## src/rtl/dpram_port_arbiter.sv

```systemverilog
// Round-robin arbiter sharing both ports of a dual-port RAM among NREQ requesters.
// Up to two grants per cycle, same-address hazards held back, read data routed home via tags.
module dpram_port_arbiter #(
  parameter int NREQ   = 4,
  parameter int ADDR_W = 6,
  parameter int DATA_W = 8
) (
  input  logic                     clk,
  input  logic                     rst_n,
  input  logic [NREQ-1:0]          req,
  input  logic [NREQ-1:0]          req_we,
  input  logic [NREQ*ADDR_W-1:0]   req_addr,
  input  logic [NREQ*DATA_W-1:0]   req_wdata,
  output logic [NREQ-1:0]          gnt,
  output logic [NREQ-1:0]          rvalid,
  output logic [NREQ*DATA_W-1:0]   rdata,
  output logic                     ram_we1,
  output logic                     ram_we2,
  output logic [ADDR_W-1:0]        ram_adr1,
  output logic [ADDR_W-1:0]        ram_adr2,
  output logic [DATA_W-1:0]        ram_data1,
  output logic [DATA_W-1:0]        ram_data2,
  input  logic [DATA_W-1:0]        ram_q1,
  input  logic [DATA_W-1:0]        ram_q2
);
  localparam int PW = (NREQ > 1) ? $clog2(NREQ) : 1;
  localparam logic [NREQ-1:0] ONE_HOT0 = NREQ'(1'b1);

  // Index (base + k) modulo NREQ, k in 0..NREQ.
  function automatic logic [PW-1:0] rot(input logic [PW-1:0] base, input int k);
    int s;
    s = int'(base) + k;
    s = (s >= NREQ) ? (s - NREQ) : s;
    return s[PW-1:0];
  endfunction

  logic [PW-1:0]     r_ptr;
  logic              r_p1_s1_v, r_p1_s2_v, r_p2_s1_v, r_p2_s2_v;
  logic [PW-1:0]     r_p1_s1_id, r_p1_s2_id, r_p2_s1_id, r_p2_s2_id;
  logic              w_a_vld, w_b_vld, w_b_gnt, w_conflict, w_a_we, w_b_we;
  logic [PW-1:0]     w_a_id, w_b_id, w_last_id, w_id;
  logic [ADDR_W-1:0] w_a_addr, w_b_addr;
  logic [DATA_W-1:0] w_a_wdata, w_b_wdata;
  logic [NREQ-1:0]   w_a_oh, w_b_oh;

  // Rotating scan from r_ptr: first active requester is A (port 1), second is B (port 2).
  always_comb begin
    w_a_vld = 1'b0;
    w_a_id  = '0;
    w_b_vld = 1'b0;
    w_b_id  = '0;
    w_id    = '0;
    for (int k = 0; k < NREQ; k++) begin
      w_id    = rot(r_ptr, k);
      w_b_id  = (req[w_id] && w_a_vld && !w_b_vld) ? w_id : w_b_id;
      w_b_vld = w_b_vld | (req[w_id] & w_a_vld);
      w_a_id  = (req[w_id] && !w_a_vld) ? w_id : w_a_id;
      w_a_vld = w_a_vld | req[w_id];
    end
  end

  assign w_a_we    = req_we[w_a_id];
  assign w_b_we    = req_we[w_b_id];
  assign w_a_addr  = req_addr[w_a_id*ADDR_W +: ADDR_W];
  assign w_b_addr  = req_addr[w_b_id*ADDR_W +: ADDR_W];
  assign w_a_wdata = req_wdata[w_a_id*DATA_W +: DATA_W];
  assign w_b_wdata = req_wdata[w_b_id*DATA_W +: DATA_W];

  // B waits when it touches A's address and either side writes.
  assign w_conflict = w_b_vld && (w_a_addr == w_b_addr) && (w_a_we || w_b_we);
  assign w_b_gnt    = w_b_vld && !w_conflict;
  assign w_last_id  = w_b_gnt ? w_b_id : w_a_id;
  assign w_a_oh     = w_a_vld ? (ONE_HOT0 << w_a_id) : '0;
  assign w_b_oh     = w_b_gnt ? (ONE_HOT0 << w_b_id) : '0;
  assign gnt        = rst_n ? (w_a_oh | w_b_oh) : '0;

  // Pointer, registered RAM controls (idle ports hold address/data) and read-tag pipelines.
  always_ff @(posedge clk or negedge rst_n) begin
    if (!rst_n) begin
      r_ptr      <= '0;
      ram_we1    <= 1'b0;
      ram_we2    <= 1'b0;
      ram_adr1   <= '0;
      ram_adr2   <= '0;
      ram_data1  <= '0;
      ram_data2  <= '0;
      r_p1_s1_v  <= 1'b0;
      r_p1_s2_v  <= 1'b0;
      r_p2_s1_v  <= 1'b0;
      r_p2_s2_v  <= 1'b0;
      r_p1_s1_id <= '0;
      r_p1_s2_id <= '0;
      r_p2_s1_id <= '0;
      r_p2_s2_id <= '0;
    end else begin
      r_ptr      <= w_a_vld ? rot(w_last_id, 1) : r_ptr;
      ram_we1    <= w_a_vld & w_a_we;
      ram_adr1   <= w_a_vld ? w_a_addr : ram_adr1;
      ram_data1  <= w_a_vld ? w_a_wdata : ram_data1;
      ram_we2    <= w_b_gnt & w_b_we;
      ram_adr2   <= w_b_gnt ? w_b_addr : ram_adr2;
      ram_data2  <= w_b_gnt ? w_b_wdata : ram_data2;
      r_p1_s1_v  <= w_a_vld & ~w_a_we;
      r_p1_s1_id <= w_a_id;
      r_p1_s2_v  <= r_p1_s1_v;
      r_p1_s2_id <= r_p1_s1_id;
      r_p2_s1_v  <= w_b_gnt & ~w_b_we;
      r_p2_s1_id <= w_b_id;
      r_p2_s2_v  <= r_p2_s1_v;
      r_p2_s2_id <= r_p2_s1_id;
    end
  end

  // Return path: a valid stage-2 tag steers that port's RAM output to its requester.
  always_comb begin
    rvalid = '0;
    rdata  = '0;
    for (int i = 0; i < NREQ; i++) begin
      rvalid[i] = (r_p1_s2_v && (r_p1_s2_id == PW'(i))) ||
                  (r_p2_s2_v && (r_p2_s2_id == PW'(i)));
      rdata[i*DATA_W +: DATA_W] = (r_p1_s2_v && (r_p1_s2_id == PW'(i))) ? ram_q1 :
                                  (r_p2_s2_v && (r_p2_s2_id == PW'(i))) ? ram_q2 :
                                  {DATA_W{1'b0}};
    end
  end

endmodule

```

## config.mk

```make
export PLATFORM = sky130hd
export DESIGN_NAME = dpram_port_arbiter
export DESIGN_NICKNAME = d
export VERILOG_FILES = /design/src/rtl/dpram_port_arbiter.sv
export SDC_FILE = /design/constraint.sdc
export NUM_CORES = 1
export LEC_CHECK = 0
export BUFFER_PORTS_ARGS = -buffer_cell sky130_fd_sc_hd__buf_4
export CORE_MARGIN = 2
export CORE_UTILIZATION = 48
export CTS_CLUSTER_SIZE = 8
export DETAILED_ROUTE_END_ITERATION = 10
export PLACE_DENSITY = 0.91
export SLEW_MARGIN = 0
export SYNTH_ARGS = -nofsm -noshare
export SYNTH_HDL_FRONTEND = slang
export SYNTH_SLANG_ARGS = --single-unit
```

## constraint.sdc

```tcl
create_clock -name clk -period 4.09 [get_ports clk]
set_input_delay 0 -clock clk [delete_from_list [all_inputs] [get_ports clk]]
set_output_delay 0 -clock clk [all_outputs]
set_load 0.03 [all_outputs]
```

Yosys cells after proc, flatten, opt, wreduce, memory -nomap -nowiden --
Cells that the tools add are included.
Storage, ports and cells: flip-flop bits (word level) 44, output and inout bits 70
Cells by class: $add $sub $neg 9, multiply operators 2, order comparisons 11, equal/unequal tests 7, shift operators 6, muxes and demuxes 36, bitwise logic cells 15, reductions and logical operators 32
Operators by type and width (count):
- $mux W8 | 8
- $shiftx A32 B6 Y8 | 2
- $shiftx A24 B6 Y6 | 2
- $mux W2 | 13
- $logic_and A1 B1 Y1 | 19
- $lt A2 B3 Y1 const B | 6
- $bmux W1 S2 | 6
- $ge A3 B3 Y1 const B | 4
- $mux W4 | 3
- $sub A2 B1 Y2 const B | 5
- $eq A2 B2 Y1 const B | 4
- $mul A2 B2 Y4 const B | 2
- $shl A1 B2 Y4 const A | 2
- $and A1 B1 Y1 | 7
- $add A2 B1 Y3 const B | 2
- $add A2 B2 Y3 const B | 2
- $eq A6 B6 Y1 | 1
- $logic_not A1 Y1 | 6
- $mux W1 | 6
- $logic_or A1 B1 Y1 | 5
- $or A1 B1 Y1 | 5
- $eq A2 B1 Y1 const B | 2
- $logic_not A2 Y1 | 2
- $or A4 B4 Y4 | 1
- 2 further kinds | 3

Depth between registers and ports, before layout --
Gate-level depths: netlist of the first run.
depth in word-level cells 22, mapped depth 13

Worst setup path after synthesis of the first run --
OpenSTA, ideal clock, no wires.
kind register to output, start register r_ptr[0], end output gnt[2], arrival time 3080 ps, path slack 1010 ps, cell stages (with the launch flop) 13, cell sequence dfrtp_1 buf_6 or3b_1 a21oi_1 o41ai_2 nand2_2 buf_6 mux2_2 xor2_1 nor3_2 a21o_4 buf_6 o31ai_1
On the way: cells in the longest elaborated chain, start to end 21, elaborated cells between the ends (all ways) 71
RTL lines:
- start: declaration | line 37 | logic [PW-1:0] r_ptr;
- start signal: assignment | line 96 | r_ptr <= w_a_vld ? rot(w_last_id, 1) : r_ptr;
- $add A2 B1 Y3 | line 32 | s = int'(base) + k;
- $ge A3 B3 Y1 or $sub A2 B1 Y2 (tied branches) | line 33 | s = (s >= NREQ) ? (s - NREQ) : s;
- $mux W2 | line 33
- $bmux W1 S2
- $mux W1 (implied by the code)
- $or A1 B1 Y1 | line 58 | w_a_vld = w_a_vld | req[w_id];
- $and A1 B1 Y1 | line 56 | w_b_vld = w_b_vld | (req[w_id] & w_a_vld);
- $or A1 B1 Y1 | line 56
- [4 not listed]
- $shiftx A24 B6 Y6 | line 65 | assign w_b_addr = req_addr[w_b_id*ADDR_W +: ADDR_W];
- $eq A6 B6 Y1 | line 70 | assign w_conflict = w_b_vld && (w_a_addr == w_b_addr) && (w_a_we || w_b_we);
- $logic_and A1 B1 Y1 (2 in series) | line 70
- $logic_not A1 Y1 | line 71 | assign w_b_gnt = w_b_vld && !w_conflict;
- $logic_and A1 B1 Y1 | line 71
- $mux W4 | line 74 | assign w_b_oh = w_b_gnt ? (ONE_HOT0 << w_b_id) : '0;
- $or A4 B4 Y4 * | line 75 | assign gnt = rst_n ? (w_a_oh | w_b_oh) : '0;
- $mux W4 * | line 75
- end: declaration | line 14 | output logic [NREQ-1:0] gnt,
Every way passes the cells marked *; elsewhere a longest branch is shown, timed or not. The select of a mux whose other input is x is not followed.

Final worst setup path of the first run --
start register r_ptr[0], end output gnt[0]
The elaborated chain is that of the path after synthesis.

==> results of run 1 <==
cell families (layout without fill, tap and decap cells):
kind of cell	after synthesis	in the layout	synth area share, %
AOI/OAI and AO/OA	86	86	18.5
xor gates and xnor gates	7	7	1.78
buffers and inverters	35	170	5.93
DFF	44	44	32.0
muxes	56	56	18.3
and+or+nand+nor	174	174	23.4
cells in the mapped netlist, types with 2 or more instances:
master    count  area share (%)
buf_8         2            0.87
a22o_1       32             8.2
mux2i_1      35              10
o21ai_0      19             2.8
nor2_1       43             4.7
xor2_1        6             1.5
mux2_4       11             4.8
and3b_1       2            0.51
o21a_1        3            0.66
clkbuf_1     16             1.7
buf_4         3            0.66
nand3b_1      3            0.66
nor3_1        5            0.73
inv_4         2            0.36
a31oi_1      10             1.8
dfrtp_1      44              32
o21ai_1       2            0.29
buf_6         4             1.3
mux2_2        9             2.9
nor3_2        2            0.58
or3b_1        2            0.51
nand3_1      15             2.2
a21oi_1       7             1.0
buf_2         3            0.44
inv_1         3            0.33
nand2_1      81             8.8
nor2b_1       2            0.36
o22ai_1       2            0.36
nand2b_1      5            0.91
area by class of cell:
type | instances | area share, %
clock buffer | 5 | 1.47
clock inverter | 3 | 0.989
multi-input combinational | 323 | 45.8
inverter | 6 | 0.641
sequential | 44 | 23.5
tap | 96 | 2.56
timing repair buffer | 156 | 25.1
through the flow:
stage / setup WS [ns] / instance area [um^2] / cells / util (%) / total power, W
after global placement: 0.611 / 4560 / 624 / 66.3 / 0.00307
final: 0.303 / 4680 / 633 / 68.2 / 0.00350
after floorplan: 1.01 / 3440 / 402 / - / 0.00241
after detailed placement: 0.490 / 4560 / 624 / 66.3 / 0.00313
after global routing: 0.0600 / 4680 / 633 / 68.2 / 0.00370
after CTS: 0.277 / 4680 / 633 / 68.1 / 0.00349
per-layer routing:
metal | track usage [%] | up-vias
li1 | - | 1693
met1 | 33.4 | 1728
met2 | 49.7 | 233
met3 | 5.60 | 32
met4 | 9.37 | 0
met5 | 0 | -
flip-flops by register name, indices dropped and copies added, names as in the netlist:
name	cells
r_p2_s2_v	1
r_p2_s1_v	1
r_p1_s1_v	1
r_p2_s2_id	2
ram_adr2	6
ram_we1	1
ram_data1	8
r_ptr	2
r_p1_s2_v	1
ram_we2	1
r_p2_s1_id	2
ram_data2	8
ram_adr1	6
r_p1_s2_id	2
r_p1_s1_id	2
worst max-delay path, stage by stage (launching register included):
cell	delay [ns]
dfrtp_1	0.52
and3b_1	0.25
o21a_1	0.16
or3_4	0.46
inv_6	0.29
mux2i_1	0.25
mux2i_1	0.13
xor2_1	0.20
a2111oi_2	0.39
a21o_4	0.41
o21ai_0	0.19
buf_4	0.20
where the power goes:
group	switching, W	internal (W)
clock	0.000168	0.000184
sequential	0.000153	0.000644
combinational	0.00142	0.000935
worst max-delay path by stage:
stage	endpoint	slack, ns
floorplan	gnt[2]	1.01
global placement	ram_adr2[5]$_DFFE_PN0N_	0.61
detailed placement	ram_data2[7]$_DFFE_PN0N_	0.49
CTS	gnt[0]	0.28
global route	gnt[0]	0.06
finish	gnt[0]	0.30
what timing repair did:
| action | CTS | global route |
|---|---|---|
| buffers inserted | 0 | 0 |
| setup endpoints to repair | 0 | 2 |
| hold buffers | 1 | 0 |
| hold endpoints to repair | 44 | 0 |
| gates resized for setup | 0 | 1 |
==> qor.txt, run 1 <==
Die ar.: 7850 um^2
max-slew violation count: 0
CTS tree: done
Routed Wire Length: 10900 um
post-synthesis sequential area ratio: 32.0%
HP Class: input pin to flip-flop
Lkg Pwr: 2.29 nW
clock buffer depth: 2
cts bufs inserted: 5
crit path kind: flip-flop to primary output
vias per cell: 5.82
met3 WL: 1090 um
top_reg_cell synth: dfrtp_1
detailed placer's ending HPWL: 8300 um
Max-slew headroom: 20.2%
Startpoint Class: flip-flop
DRC viols: 0
fillcell total: 546
FF+latch count, synth: 44
DR iter-0 viols: 266
largest net degree at the start of global routing: 53
DR pass1 iterations: 5
worst path arrival time: 3.79 ns
DRT antenna net count: 0
Pwr Density: 747 nW/um^2
RSZ-0062 raised after global routing: false
average size of a mapped cell: 8.55 um^2
Inserted Diodes: 0
asr flop ratio synth: 100%
Distinct cells, synth: 58
min-delay src: req_wdata[25]
CP Capture Type: primary output
share of layout cells above drive strength 1: 37.4%
Multi-input gate area: 2140 um^2
top sig layer: met4
initial antenna violation count: 0
Netlist Area Pre-Place: 3440 um^2
Overflow after GRT: 0
Nets: 618
worst r2r src: r_ptr[0]$_DFFE_PN0N_
Root Driver: clkbuf_8
reg-to-reg slack, setup: 0.52 ns
worst reg2reg path depth: 10
commonest non-fill, non-tap cells in the layout: buf_4, nand2_1, dfrtp_1
time the worst path needs with I/O delays and setup: 3.79 ns
Final Hold Slack: 0.0930 ns
Tcrit/Tclk final: 92.6%
commonest non-fill, non-tap cell in the layout: buf_4
Die Wd: 88.6 um
WL met1: 4180 um
crit path max fanout: 34
Slew @ Worst Pin: 1.19 ns
status: finished clean
Worst Hold Path EP: ram_data1[1]$_DFFE_PN0N_
WL per Instance: 17.3 um
clk_skew: 0.0123 ns
H-tree level count: 2
Worst Path Required: 4.09 ns
Overall Global Routing Usage: 27.9%
end of the worst register-to-register path: ram_data2[7]$_DFFE_PN0N_
Max VDD drop: 393 uV
DIE HEIGHT: 88.6 um
Finish-stage setup viols: 0
synth-to-layout area growth: 36.3%
GPL Wtd Cong: 0.896
Sink Count: 44
Ys Warns: 0
Final TNS setup: 0 ns
post-synthesis cell count: 402
clock latency on the worst-skew pair: 0.31 ns
number of enable flip-flop cells after synthesis: 0
row cnt: 30
maxcap violations: 0
first-pass GRT wire length: 17100 um
Post-Synthesis Net Count: 484
CP startpoint: r_ptr[0]$_DFFE_PN0N_
vias in the first global route: 3553
Core Area: 6870 um^2
Starting Density: 50.0%
IO Pins: 152
Sequential Area: 1100 um^2
WL met2: 5360 um
hold path cells: 5
highest clock rate: 0.264 GHz
IO buf count: 151
Hold Vio Cnt, Final: 0
total number of vias: 3686
Clock transition at path regs: 0.09 ns
No activity file was read; power rests on OpenSTA's default activity.
==> run 2: changes to the inputs <==
Settings changed: CORE_UTILIZATION 48 to 52, PLACE_DENSITY 0.91 to 0.95.
Clock period 4.09 ns to 4.92 ns, I/O delays scaled along.
==> run 2 against run 1 <==
  * Setup slack gained 0.50 ns
  * First-iteration DRC count up 26%
  * Cell area fell by 0.96%
  * Count of clock-buffer cells in the layout did not move
  * Wire length down 3.8%
  * Non-clock buffer count is 2 lower
  * Critical endpoint is now gnt[3]
  * Largest cell class unchanged
  * Largest power group unchanged
==> qor.txt, run 2 (synthesis gave the netlist of run 1 again) <==
min-delay src: req_wdata[19]
Overall Global Routing Usage: 27.6% (-0.23 points)
Slew @ Worst Pin: 1.15 ns (-0.0420 ns)
Root Driver: clkbuf_8
crit path max-delay cell type: dfrtp_1
pre-CTS WS: 1.09 ns (+0.601 ns)
Routed Wire Length: 10500 um (-3.8%)
initial antenna violation count: 0 (unchanged)
largest net degree at the start of global routing: 53 (unchanged)
critical path, cell by cell: and4bb_2 -> a211oi_2 -> nand3b_2 -> inv_4 -> mux2i_1 -> mux2i_1 -> xor2_1 -> a2111oi_2 -> a21o_4 -> o21ai_0 -> buf_4
Hold Vio Cnt, Final: 0 (unchanged)
Die ar.: 7280 um^2 (-7.4%)
RSZ-0062 raised after global routing: false
clk_skew: 0.0122 ns (-0.0000677 ns)
fillcell total: 474 (-13%)
Die Wd: 85.3 um (-3.7%)
Max VDD drop: 349 uV (-11%)
DRC viols: 0 (unchanged)
highest clock rate: 0.243 GHz
reg-to-reg slack, setup: 0.99 ns (+0.47 ns)
Nets: 616 (-0.32%)
DR pass1 iterations: 6 (+1)
share of layout cells above drive strength 1: 37.2% (-0.23 points)
commonest non-fill, non-tap cells in the layout: buf_4, nand2_1, dfrtp_1
worst path arrival time: 4.12 ns (+0.33 ns)
Final Hold Slack: 0.0799 ns (-0.0131 ns)
first-pass GRT wire length: 16300 um (-4.8%)
Startpoint Class: flip-flop
DRT antenna net count: 0 (unchanged)
Sequential Area: 1100 um^2 (unchanged)
H-tree level count: 2 (unchanged)
Worst Hold Path EP: ram_data1[3]$_DFFE_PN0N_
total number of vias: 3647 (-1.1%)
crit path kind: flip-flop to primary output
Multi-input gate area: 2140 um^2 (unchanged)
max-slew violation count: 0 (unchanged)
Tcrit/Tclk final: 83.8%
Starting Density: 53.8% (+3.8 points)
DR iter-0 viols: 336 (+26%)
Top Registers: ram_data1 x8, ram_data2 x8
clock buffer depth: 2 (unchanged)
end of the worst register-to-register path: ram_data2[7]$_DFFE_PN0N_
CP most frequent cell: mux2i_1
DIE HEIGHT: 85.3 um (-3.7%)
row cnt: 29 (-3.3%)
clock latency on the worst-skew pair: 0.31 ns (about the same)
CP Capture Type: primary output
crit path max fanout: 33 (-2.9%)
time the worst path needs with I/O delays and setup: 4.12 ns
largest stage delay on the critical path: 0.58 ns (+0.06 ns)
IO buf count: 151 (unchanged)
worst r2r src: r_ptr[0]$_DFFE_PN0N_
WL per Instance: 17.2 um (-0.48%)
worst reg2reg path depth: 10 (unchanged)
Final TNS setup: 0 ns (unchanged)
hold path cells: 5 (unchanged)
HP Class: input pin to flip-flop
Core Area: 6390 um^2 (-7.0%)
CTS tree: done
Max-slew headroom: 23.0% (+2.8 points)
Lkg Pwr: 2.28 nW (-0.44%)
Sink Count: 44 (unchanged)
maxcap violations: 0 (unchanged)
commonest non-fill, non-tap cell in the layout: buf_4
vias in the first global route: 3535 (-0.51%)
cts bufs inserted: 5 (unchanged)
Finish-stage setup viols: 0 (unchanged)
Overflow after GRT: 0 (unchanged)
IO Pins: 152 (unchanged)
status: finished clean
PnR worst setup slack: 0.798 ns (+0.495 ns)
vias per cell: 5.96 (+2.3%)
GPL Wtd Cong: 0.926 (+3.3%)
detailed placer's ending HPWL: 7850 um (-5.5%)
postcts setup bufs: 0 (unchanged)
Inserted Diodes: 0 (unchanged)
Worst Path Required: 4.92 ns (+0.83 ns)
synth-to-layout area growth: 34.9%
Clock transition at path regs: 0.09 ns (about the same)
Pwr Density: 622 nW/um^2 (-17%)
run 2: cell count changes in the layout (fill, tap and decap cells not counted):
| cell | previous run | this run |
|---|---|---|
| clkinv_2 | 0 | 1 |
| inv_6 | 2 | 0 |
| inv_4 | 1 | 2 |
| buf_4 | 155 | 153 |
run 2: worst max path at each step:
stage,endpoint,start,cells past startpoint,slack [ns]
2_1_floorplan,gnt[2],r_ptr[0]$_DFFE_PN0N_,12,1.84
3_3_place_gp,ram_data2[7]$_DFFE_PN0N_,r_ptr[0]$_DFFE_PN0N_,10,1.29
3_5_place_dp,ram_data2[7]$_DFFE_PN0N_,r_ptr[0]$_DFFE_PN0N_,10,1.09
4_1_cts,gnt[3],r_ptr[0]$_DFFE_PN0N_,11,0.86
5_1_grt,gnt[0],r_ptr[0]$_DFFE_PN0N_,11,0.56
6_report,gnt[3],r_ptr[0]$_DFFE_PN0N_,11,0.80
run 2: report_power, final:
group | switching, W | internal [W]
logic | 0.00117 | 0.000768
clock network | 0.000133 | 0.000150
registers | 0.000132 | 0.000536
total | 0.00143 | 0.00145
run 2: stage by stage:
stage | utilization [%] | total power, W | instances | instance area [um^2]
floorplan | - | 0.00200 | 402 | 3440
global placement | 70.7 | 0.00252 | 603 | 4520
detailed placement | 70.7 | 0.00259 | 603 | 4520
CTS | 72.6 | 0.00287 | 612 | 4640
global route | 72.6 | 0.00303 | 612 | 4640
finish | 72.6 | 0.00288 | 612 | 4640
run 2: cell type report:
| cell class | instances | share of cell area, % |
|---|---|---|
| clock buffer | 5 | 1.48 |
| clock inverter | 3 | 0.917 |
| inverter | 6 | 0.593 |
| multi-input combinational | 323 | 46.2 |
| sequential | 44 | 23.7 |
| tap | 77 | 2.08 |
| timing repair buffer | 154 | 25.0 |
run 2: metal layers:
| metal | vias to the layer above | routed length (um) | global-route usage [%] | share of wire, % |
|---|---|---|---|---|
| li1 | 1688 | - | - | - |
| met1 | 1709 | 3870 | 32.4 | 37 |
| met2 | 212 | 5350 | 48.9 | 51 |
| met3 | 38 | 987 | 5.64 | 9.4 |
| met4 | 0 | 319 | 11.5 | 3.0 |
| met5 | - | 0 | 0 | 0 |
run 2: critical path, delay by kind of cell (launching register included):
| kind | cells | cell delay, ns |
|---|---|---|
| AOI/OAI and AO/OA | 4 | 1.18 |
| and+or+nand+nor | 2 | 0.72 |
| xor gates and xnor gates | 1 | 0.22 |
| DFF | 1 | 0.58 |
| muxes | 2 | 0.37 |
| buffers and inverters | 2 | 0.72 |
run 2: repair_timing:
item,CTS,global route
gates resized for setup,0,0
hold buffers,1,0
hold endpoints to repair,44,0
